===== src/rtl/div_seq_ctrl.sv =====
// Radix-2 shift-subtract divide sequencer for DIV/DIVU with HI/LO results.
// Optional macro DIV_EARLY_OUT_EN: skip the iteration loop when |dividend| < |divisor|.
module div_seq_ctrl #(
    parameter int WIDTH = 32,
    parameter int CNT_W = 6
) (
    input  logic             clk,
    input  logic             rst,
    input  logic             start,
    input  logic             signed_div,
    input  logic             annul,
    input  logic [WIDTH-1:0] opa,
    input  logic [WIDTH-1:0] opb,
    output logic             stall_o,
    output logic             done,
    output logic [WIDTH-1:0] result_hi,
    output logic [WIDTH-1:0] result_lo
);

    typedef enum logic [1:0] {
        S_IDLE = 2'd0,
        S_BUSY = 2'd1,
        S_ZERO = 2'd2,
        S_DONE = 2'd3
    } state_t;

    state_t           r_state;
    state_t           w_state_nxt;
    logic [CNT_W-1:0] r_cnt;
    logic [WIDTH-1:0] r_rem;
    logic [WIDTH-1:0] r_dvd;
    logic [WIDTH-1:0] r_dsr;
    logic [WIDTH-1:0] r_result_hi;
    logic [WIDTH-1:0] r_result_lo;
    logic             r_qneg;
    logic             r_rneg;
    logic             r_early;

    logic             w_accept;
    logic             w_last;
    logic             w_ge;
    logic             w_early;
    logic             w_div0;
    logic             w_sa;
    logic             w_sb;
    logic [WIDTH-1:0] w_abs_a;
    logic [WIDTH-1:0] w_abs_b;
    logic [WIDTH:0]   w_shift_rem;
    logic [WIDTH-1:0] w_diff;
    logic [WIDTH-1:0] w_rem_nxt;
    logic [WIDTH-1:0] w_dvd_nxt;

    function automatic logic [WIDTH-1:0] f_neg_if(input logic neg, input logic [WIDTH-1:0] v);
        return neg ? (~v + WIDTH'(1)) : v;
    endfunction

    assign w_sa     = signed_div & opa[WIDTH-1];
    assign w_sb     = signed_div & opb[WIDTH-1];
    assign w_abs_a  = f_neg_if(w_sa, opa);
    assign w_abs_b  = f_neg_if(w_sb, opb);
    assign w_div0   = (opb == {WIDTH{1'b0}});
    assign w_accept = (r_state == S_IDLE) & start & ~annul;
    assign w_last   = (r_cnt == CNT_W'(WIDTH - 1));

`ifdef DIV_EARLY_OUT_EN
    assign w_early = ~w_div0 & (w_abs_a < w_abs_b);
`else
    assign w_early = 1'b0;
`endif

    // The remainder after a subtract is always below the divisor, so WIDTH bits hold it.
    assign w_shift_rem = {r_rem, r_dvd[WIDTH-1]};
    assign w_ge        = (w_shift_rem >= {1'b0, r_dsr});
    assign w_diff      = w_shift_rem[WIDTH-1:0] - r_dsr;
    assign w_rem_nxt   = w_ge ? w_diff : w_shift_rem[WIDTH-1:0];
    assign w_dvd_nxt   = {r_dvd[WIDTH-2:0], w_ge};

    assign stall_o   = ~annul & (((r_state == S_IDLE) & start) | (r_state == S_BUSY) | (r_state == S_ZERO));
    assign done      = (r_state == S_DONE) & ~annul;
    assign result_hi = r_result_hi;
    assign result_lo = r_result_lo;

    // Next-state selection
    always_comb begin
        w_state_nxt = r_state;
        case (r_state)
            S_IDLE: begin
                if (w_accept) begin
                    if (w_div0 | w_early) begin
                        w_state_nxt = S_ZERO;
                    end else begin
                        w_state_nxt = S_BUSY;
                    end
                end else begin
                    w_state_nxt = S_IDLE;
                end
            end
            S_BUSY: begin
                if (annul) begin
                    w_state_nxt = S_IDLE;
                end else if (w_last) begin
                    w_state_nxt = S_DONE;
                end else begin
                    w_state_nxt = S_BUSY;
                end
            end
            S_ZERO: begin
                if (annul) begin
                    w_state_nxt = S_IDLE;
                end else begin
                    w_state_nxt = S_DONE;
                end
            end
            S_DONE:  w_state_nxt = S_IDLE;
            default: w_state_nxt = S_IDLE;
        endcase
    end

    // State register, iteration datapath and result registers
    always_ff @(posedge clk or posedge rst) begin
        if (rst) begin
            r_state     <= S_IDLE;
            r_cnt       <= {CNT_W{1'b0}};
            r_rem       <= {WIDTH{1'b0}};
            r_dvd       <= {WIDTH{1'b0}};
            r_dsr       <= {WIDTH{1'b0}};
            r_result_hi <= {WIDTH{1'b0}};
            r_result_lo <= {WIDTH{1'b0}};
            r_qneg      <= 1'b0;
            r_rneg      <= 1'b0;
            r_early     <= 1'b0;
        end else begin
            r_state <= w_state_nxt;
            case (r_state)
                S_IDLE: begin
                    if (w_accept) begin
                        r_cnt   <= {CNT_W{1'b0}};
                        r_rem   <= {WIDTH{1'b0}};
                        // Divide-by-zero returns the dividend untouched in HI.
                        r_dvd   <= w_div0 ? opa : w_abs_a;
                        r_dsr   <= w_abs_b;
                        r_qneg  <= w_sa ^ w_sb;
                        r_rneg  <= w_sa;
                        r_early <= w_early;
                    end
                end
                S_BUSY: begin
                    if (!annul) begin
                        r_rem <= w_rem_nxt;
                        r_dvd <= w_dvd_nxt;
                        r_cnt <= r_cnt + CNT_W'(1);
                        if (w_last) begin
                            r_result_lo <= f_neg_if(r_qneg, w_dvd_nxt);
                            r_result_hi <= f_neg_if(r_rneg, w_rem_nxt);
                        end
                    end
                end
                S_ZERO: begin
                    if (!annul) begin
                        r_result_lo <= r_early ? {WIDTH{1'b0}} : {WIDTH{1'b1}};
                        r_result_hi <= r_early ? f_neg_if(r_rneg, r_dvd) : r_dvd;
                    end
                end
                default: begin
                end
            endcase
        end
    end

endmodule


===== config.mk =====
export PLATFORM = sky130hd
export DESIGN_NAME = div_seq_ctrl
export DESIGN_NICKNAME = d
export VERILOG_FILES = /design/src/rtl/div_seq_ctrl.sv
export SDC_FILE = /design/constraint.sdc
export NUM_CORES = 1
export LEC_CHECK = 0
export ABC_AREA = 1
export CAP_MARGIN = 5
export CELL_PAD_IN_SITES_DETAIL_PLACEMENT = 1
export CELL_PAD_IN_SITES_GLOBAL_PLACEMENT = 1
export CORE_ASPECT_RATIO = 1.5
export CORE_MARGIN = 4
export CORE_UTILIZATION = 45
export DETAILED_ROUTE_END_ITERATION = 8
export PLACE_DENSITY_LB_ADDON = 0.1
export SLEW_MARGIN = 15
export SYNTH_ARGS = -nofsm -noshare
export SYNTH_HDL_FRONTEND = slang
export SYNTH_SLANG_ARGS = --single-unit
export TNS_END_PERCENT = 30

===== constraint.sdc =====
create_clock -name clk -period 13.6 [get_ports clk]
set_clock_uncertainty 0.15 [all_clocks]
set_input_delay 2.72 -clock clk [delete_from_list [all_inputs] [get_ports clk]]
set_output_delay 2.72 -clock clk [all_outputs]
set_load 0.02 [all_outputs]

==> impl_metrics.ini, run 1 <==
[logic_synthesis]
ys_warn_count = 0
postSynthAreaPerCell_um2 = 6.50
synth_top_area_share_pct = 32.4
post-synth-top-count-cell = nand2_1
synth.area.top_cells = dfrtp_1 32%, nand2_1 17%, inv_1 7.6%
syn_nets = 2130
synth-async-reset-ratio_pct = 100
synth_top_area_cell = dfrtp_1
yosysUniqueCellTypes = 54
synthFlopType = dfrtp_1
synth_edf_count = 0
yosysSeqAreaShare_pct = 32.4
synthCells = 2023
synth_common_cells = 589 x nand2_1, 268 x inv_1, 203 x nor2_1
synth.ff_latch_count = 170
netlist_area_um2 = 13200

[final_layout]
multi_input_comb_area_um2 = 7560
final_net_count = 2224
fin_cells = 2520
fillers = 3894
syn2layout_area_growth_pct = 17.2
num_antenna_cells = 0
drive_gt1_share_pct = 6.06
final_area_um2 = 15400
regArea_um2 = 4250

[sta]
slew_headroom_pct = 17.5
finalSetupViolCount = 0
holdWs_ns = 0.338
fmax_mhz = 116
fin_setup_tns_ns = 0
fin_crit_ns = 8.66
maxSlewViolCount = 0
worst_slew_pin_slew_ns = 1.23
hold_violations = 0
grt_setup_unrepaired = false
fin_crit_sh_pct = 63.6

[worst_setup_path]
reg2reg_depth = 12
slowest_stage = nor2_1
cp_max_fo = 31
cpMostUsedCell = clkdlybuf4s50_1
cp_num_buf_inv = 3
end_kind = primary output
path_class = primary input to primary output
path_depth = 5
path_cells = clkdlybuf4s50_1 -> nor2_1 -> inv_1 -> nand3_1 -> clkdlybuf4s50_1
start_kind = primary input
max_stage_delay_ns = 0.87
cpLargestDelayFamily = buffers and inverters
worstPathRequired_ns = 10.73
worst_ep_arrival_time_ns = 5.79

[clock_tree]
cts_tree = done
insertion_delay_ns = 0.46
clk_path_buf_depth = 2
post_cts_buffers = 0
path_clk_slew_ns = 0.06
ctsHoldBuffers = 0
cts_max_level = 4
cts_resized = 0
clock_sinks = 170
ctsRootBufferMaster = clkbuf_16
cts_made_buffers = 17

[placement]
place.gp.congestion = 0.970
placed_cells_incl_taps = 2488
placed_cell_area_um2 = 14800
dp_hpwl_um = 39500
port_buffers = 134

[global_routing]
track_usage_pct = 32.3
grt_overflow = 0
use_met2_pct = 60.1
grt_use_met1_pct = 34.5
grt.busiest_layer = met2
grt_pass1_vias = 15100
gr-usage-met3_pct = 4.00
grt_pass1_wl_um = 80800
grt_max_degree = 63
antenna_found_initial = 0

[floorplan]
pin_count = 135
die-area_um2 = 32100
core_um2 = 28800
num_rows = 76
die_x_um = 148
die_h_um = 217
initial_core_util_pct = 45.6

[detailed_routing]
drt_iter0_markers = 767
ant_nets = 0
vias = 14000
vias_per_cell = 5.57
remaining_drc_errors = 0
wl_per_cell_um = 20.3
routed_wirelength_um = 51300
dr.pass1.iters = 5

[flow_run]
cap_violations = 0

[power]
ir_drop_v = 0.000126
p_leak_nw = 7.75
power_density_nw_per_um2 = 222

[worst_hold_path]
whs_path_depth = 2
worstHoldPathType = flip-flop to flip-flop

[status]
outcome = finished, final reports clean
==> final timing paths <==
check / endpoint / slack, ns / startpoint
max: stall_o / 4.94 / annul
min: result_hi[30] / 0.34 / result_hi[30]
max reg2reg: result_hi[1] / 7.89 / r_state[0]
min reg2reg: result_hi[30] / 0.34 / result_hi[30]
max in group asynchronous: r_dsr[18] / 8.75 / rst
min in group asynchronous: result_hi[19] / 2.55 / rst
==> metal layers <==
layer  routed length, um  up-vias  part of all wire, %
li1                    -     6663                    -
met4                3360        0                  6.6
met5                   0        -                    0
met2               27300      354                   53
met3                1730      121                  3.4
met1               18900     6887                   37
==> cells in the final DEF, fill, tap and decap left out, types with 3 or more instances in the layout <==
cell type,synthesis,routed
clkdlybuf4s50_1,0,134
inv_1,268,267
clkinv_4,0,3
nor4_1,8,7
o22ai_1,25,25
or2_2,10,10
nor3_1,20,20
nand3_2,5,6
nand2_2,21,21
and2_1,6,6
nand4_1,25,25
o21ai_1,16,16
ha_1,37,37
nor2_2,16,16
a31oi_1,14,14
dfrtp_1,170,170
inv_8,0,3
xnor2_1,14,14
xor2_1,56,56
o211ai_1,14,14
bufinv_16,0,3
a21oi_1,92,92
inv_6,0,3
o21ai_2,3,3
o21ai_0,161,161
nor2_1,203,200
buf_4,3,9
nor3_2,5,5
clkbuf_16,0,17
nand2_1,589,589
nand3_1,126,125
inv_2,9,9
nor2_4,5,8
nand3b_1,6,6
clkinv_1,3,3
a22o_1,5,5
==> flip-flops by register name, summed over array words and instances, names as in the netlist <==
register and cells:
r_cnt 6, r_dsr 32, r_dvd 32, r_qneg 1, r_rem 32, r_rneg 1
r_state 2, result_hi 32, result_lo 32
==> cells by family (layout without fill, tap and decap cells) <==
| kind of cell | count (synthesis) | count (layout) | share of synthesized area [%] |
|---|---|---|---|
| compound gates | 343 | 343 | 14.3 |
| xor+xnor | 70 | 70 | 4.66 |
| fa+ha+maj | 38 | 38 | 3.67 |
| buf+inv | 349 | 456 | 10.4 |
| flops | 170 | 170 | 32.4 |
| simple gates | 1053 | 1053 | 34.6 |
==> stage by stage <==
| step | worst slack (ns) | utilization (%) | power, mW |
|---|---|---|---|
| 2_1_floorplan | 6.13 | - | 2.21 |
| 3_3_place_gp | 5.06 | 51.3 | 2.77 |
| 3_5_place_dp | 4.93 | 51.3 | 2.85 |
| 4_1_cts | 4.94 | 53.5 | 3.41 |
| 5_1_grt | 4.84 | 53.5 | 3.71 |
| 6_report | 4.94 | 53.5 | 3.43 |
==> where the power goes <==
part           switching (mW)  total (mW)  internal, mW
clock                   0.233       0.537         0.304
sequential              0.111       0.718         0.606
combinational            1.54        2.17         0.628
total                    1.89        3.43          1.54
==> area by class of cell <==
class / count / area share, %
clock buffers: 19 / 2.94
well taps: 390 / 3.17
inverters: 281 / 6.90
flip-flops and latches: 170 / 27.6
clock inverters: 13 / 1.17
multi-input cells: 1504 / 49.1
repair buffers: 143 / 9.14
==> tightest hold or removal path, stage by stage (launching register included) <==
cell and delay [ns]:
dfrtp_1 0.35, nand2_1 0.06, nand2_1 0.05
Power figures use the tool's default switching activity.
==> inputs of run 2 (changes only) <==
CORE_UTILIZATION = 37   (was 45)
clock period = 7.2 ns   (was 13.6 ns; I/O delays follow)
==> run 2 against run 1 <==
Via count down 1.8%. Wire length up 4.8%. Critical endpoint unchanged. Register-to-register slack worse by 5.7 ns.
==> impl_metrics.ini, run 2 (synthesized netlist as in run 1, its figures left out) <==
[sta]
fin_crit_ns = 5.49
worst_slew_pin_slew_ns = 0.982
maxSlewViolCount = 0
fmax_mhz = 182
hold_violations = 0
fin_crit_sh_pct = 76.3
finalSetupViolCount = 0
fin_setup_tns_ns = 0
slew_headroom_pct = 34.4
grt_setup_unrepaired = false

[power]
p_leak_nw = 7.77
switchingPower_mw = 3.59
p_int_mw = 2.86
p_comb_share_pct = 64.0
ir_drop_v = 0.000216
switching_share_pct = 55.7
power_density_nw_per_um2 = 415
seqPwrFrac_pct = 21.1
power_frac_clock_pct = 14.9

[floorplan]
core_um2 = 35100
die_x_um = 162
die_h_um = 239
initial_core_util_pct = 37.5
pin_count = 135
die-area_um2 = 38700
num_rows = 84

[final_layout]
syn2layout_area_growth_pct = 18.0
num_antenna_cells = 0
final_cell_mix = 589 x nand2_1, 267 x inv_1, 200 x nor2_1
drive_gt1_share_pct = 6.36
fillers = 4713
mostFrequentLayoutCell = nand2_1
final_net_count = 2231
final_area_um2 = 15500

[worst_setup_path]
worstPathRequired_ns = 5.61
rrSetupSlack_ns = 2.21
path_class = flip-flop to primary output
setup.worst_path.end = stall_o
reg2reg_depth = 27
rr_endpoint = result_lo[30]
crit_start = r_state[0]
start_kind = flip-flop
r2r_start = r_dsr[27]
end_kind = primary output
worst_ep_arrival_time_ns = 3.90
cp_max_fo = 48

[placement]
placed_cell_area_um2 = 14900
dp_hpwl_um = 42700
place.gp.congestion = 0.948
port_buffers = 134

[global_routing]
track_usage_pct = 28.0
grt_pass1_vias = 14700
grt_max_degree = 71
grt_pass1_wl_um = 83600
antenna_found_initial = 0
use_met2_pct = 52.2
gr-usage-met3_pct = 2.86
grt_overflow = 0
grt_use_met1_pct = 30.8
grt.busiest_layer = met2

[clock_tree]
clk_path_buf_depth = 2
cts_tree = done
post_cts_buffers = 0
cts_made_buffers = 17
insertion_delay_ns = 0.46
clock_sinks = 170
cts_resized = 0
path_clk_slew_ns = 0.07
ctsRootBufferMaster = clkbuf_16
ctsHoldBuffers = 0
cts_max_level = 4

[detailed_routing]
drt_iter0_markers = 758
vias_per_cell = 5.28
dr.pass1.iters = 5
wl_per_cell_um = 20.6
remaining_drc_errors = 0
vias = 13800
routed_wirelength_um = 53700
ant_nets = 0

[worst_hold_path]
whs_path_depth = 2
worstHoldPathType = flip-flop to flip-flop

[flow_run]
cap_violations = 0

[status]
outcome = finished, final reports clean
run 2: area by class of cell:
type	instances	area, um^2	share of cell area (%)
multi-input cells	1504	7560	48.7
well taps	473	592	3.81
inverters	281	1060	6.85
repair buffers	150	1460	9.42
clock buffers	17	425	2.74
clock inverters	15	163	1.05
flip-flops and latches	170	4250	27.4
run 2: per-stage QoR:
step	cells	worst slack, ns	power, mW	util [%]	hold WS (ns)
after floorplan	2023	1.01	4.17	-	0.303
after global placement	2578	1.73	5.38	42.5	0.315
after detailed placement	2578	1.72	5.45	42.5	0.315
after CTS	2610	1.65	6.45	44.2	0.334
after global routing	2610	1.47	6.99	44.2	0.361
final	2610	1.71	6.44	44.2	0.330
run 2: critical path: stages, from the launching register on:
cell and delay [ns]:
dfrtp_1 0.41, inv_1 0.13, nor2_4 0.04, buf_4 0.28, inv_1 0.65, nor2_1 0.10, buf_4 0.23, inv_1 0.73
nand3_1 0.23, clkdlybuf4s50_1 0.62
run 2: worst min path at each step:
stage	start	endpoint	slack (ns)
after floorplan	r_dsr[10]	r_dsr[10]	0.30
after global placement	result_hi[8]	result_hi[8]	0.32
after detailed placement	result_hi[21]	result_hi[21]	0.32
after CTS	result_hi[21]	result_hi[21]	0.33
after global routing	result_hi[5]	result_hi[5]	0.36
final	result_hi[21]	result_hi[21]	0.33
run 2: routing by layer:
layer | share of wire [%] | routed length [um]
met1 | 38 | 20500
met2 | 53 | 28700
met3 | 2.4 | 1310
met4 | 6.0 | 3210
met5 | 0 | 0
run 2: power groups by stage:
stage | sequential [mW] | combinational [mW] | clock (mW)
2_1_floorplan | 1.31 | 2.86 | 0
3_3_place_gp | 1.36 | 4.02 | 0
3_5_place_dp | 1.37 | 4.09 | 0
4_1_cts | 1.35 | 4.12 | 0.981
5_1_grt | 1.38 | 4.59 | 1.03
6_report | 1.36 | 4.12 | 0.963
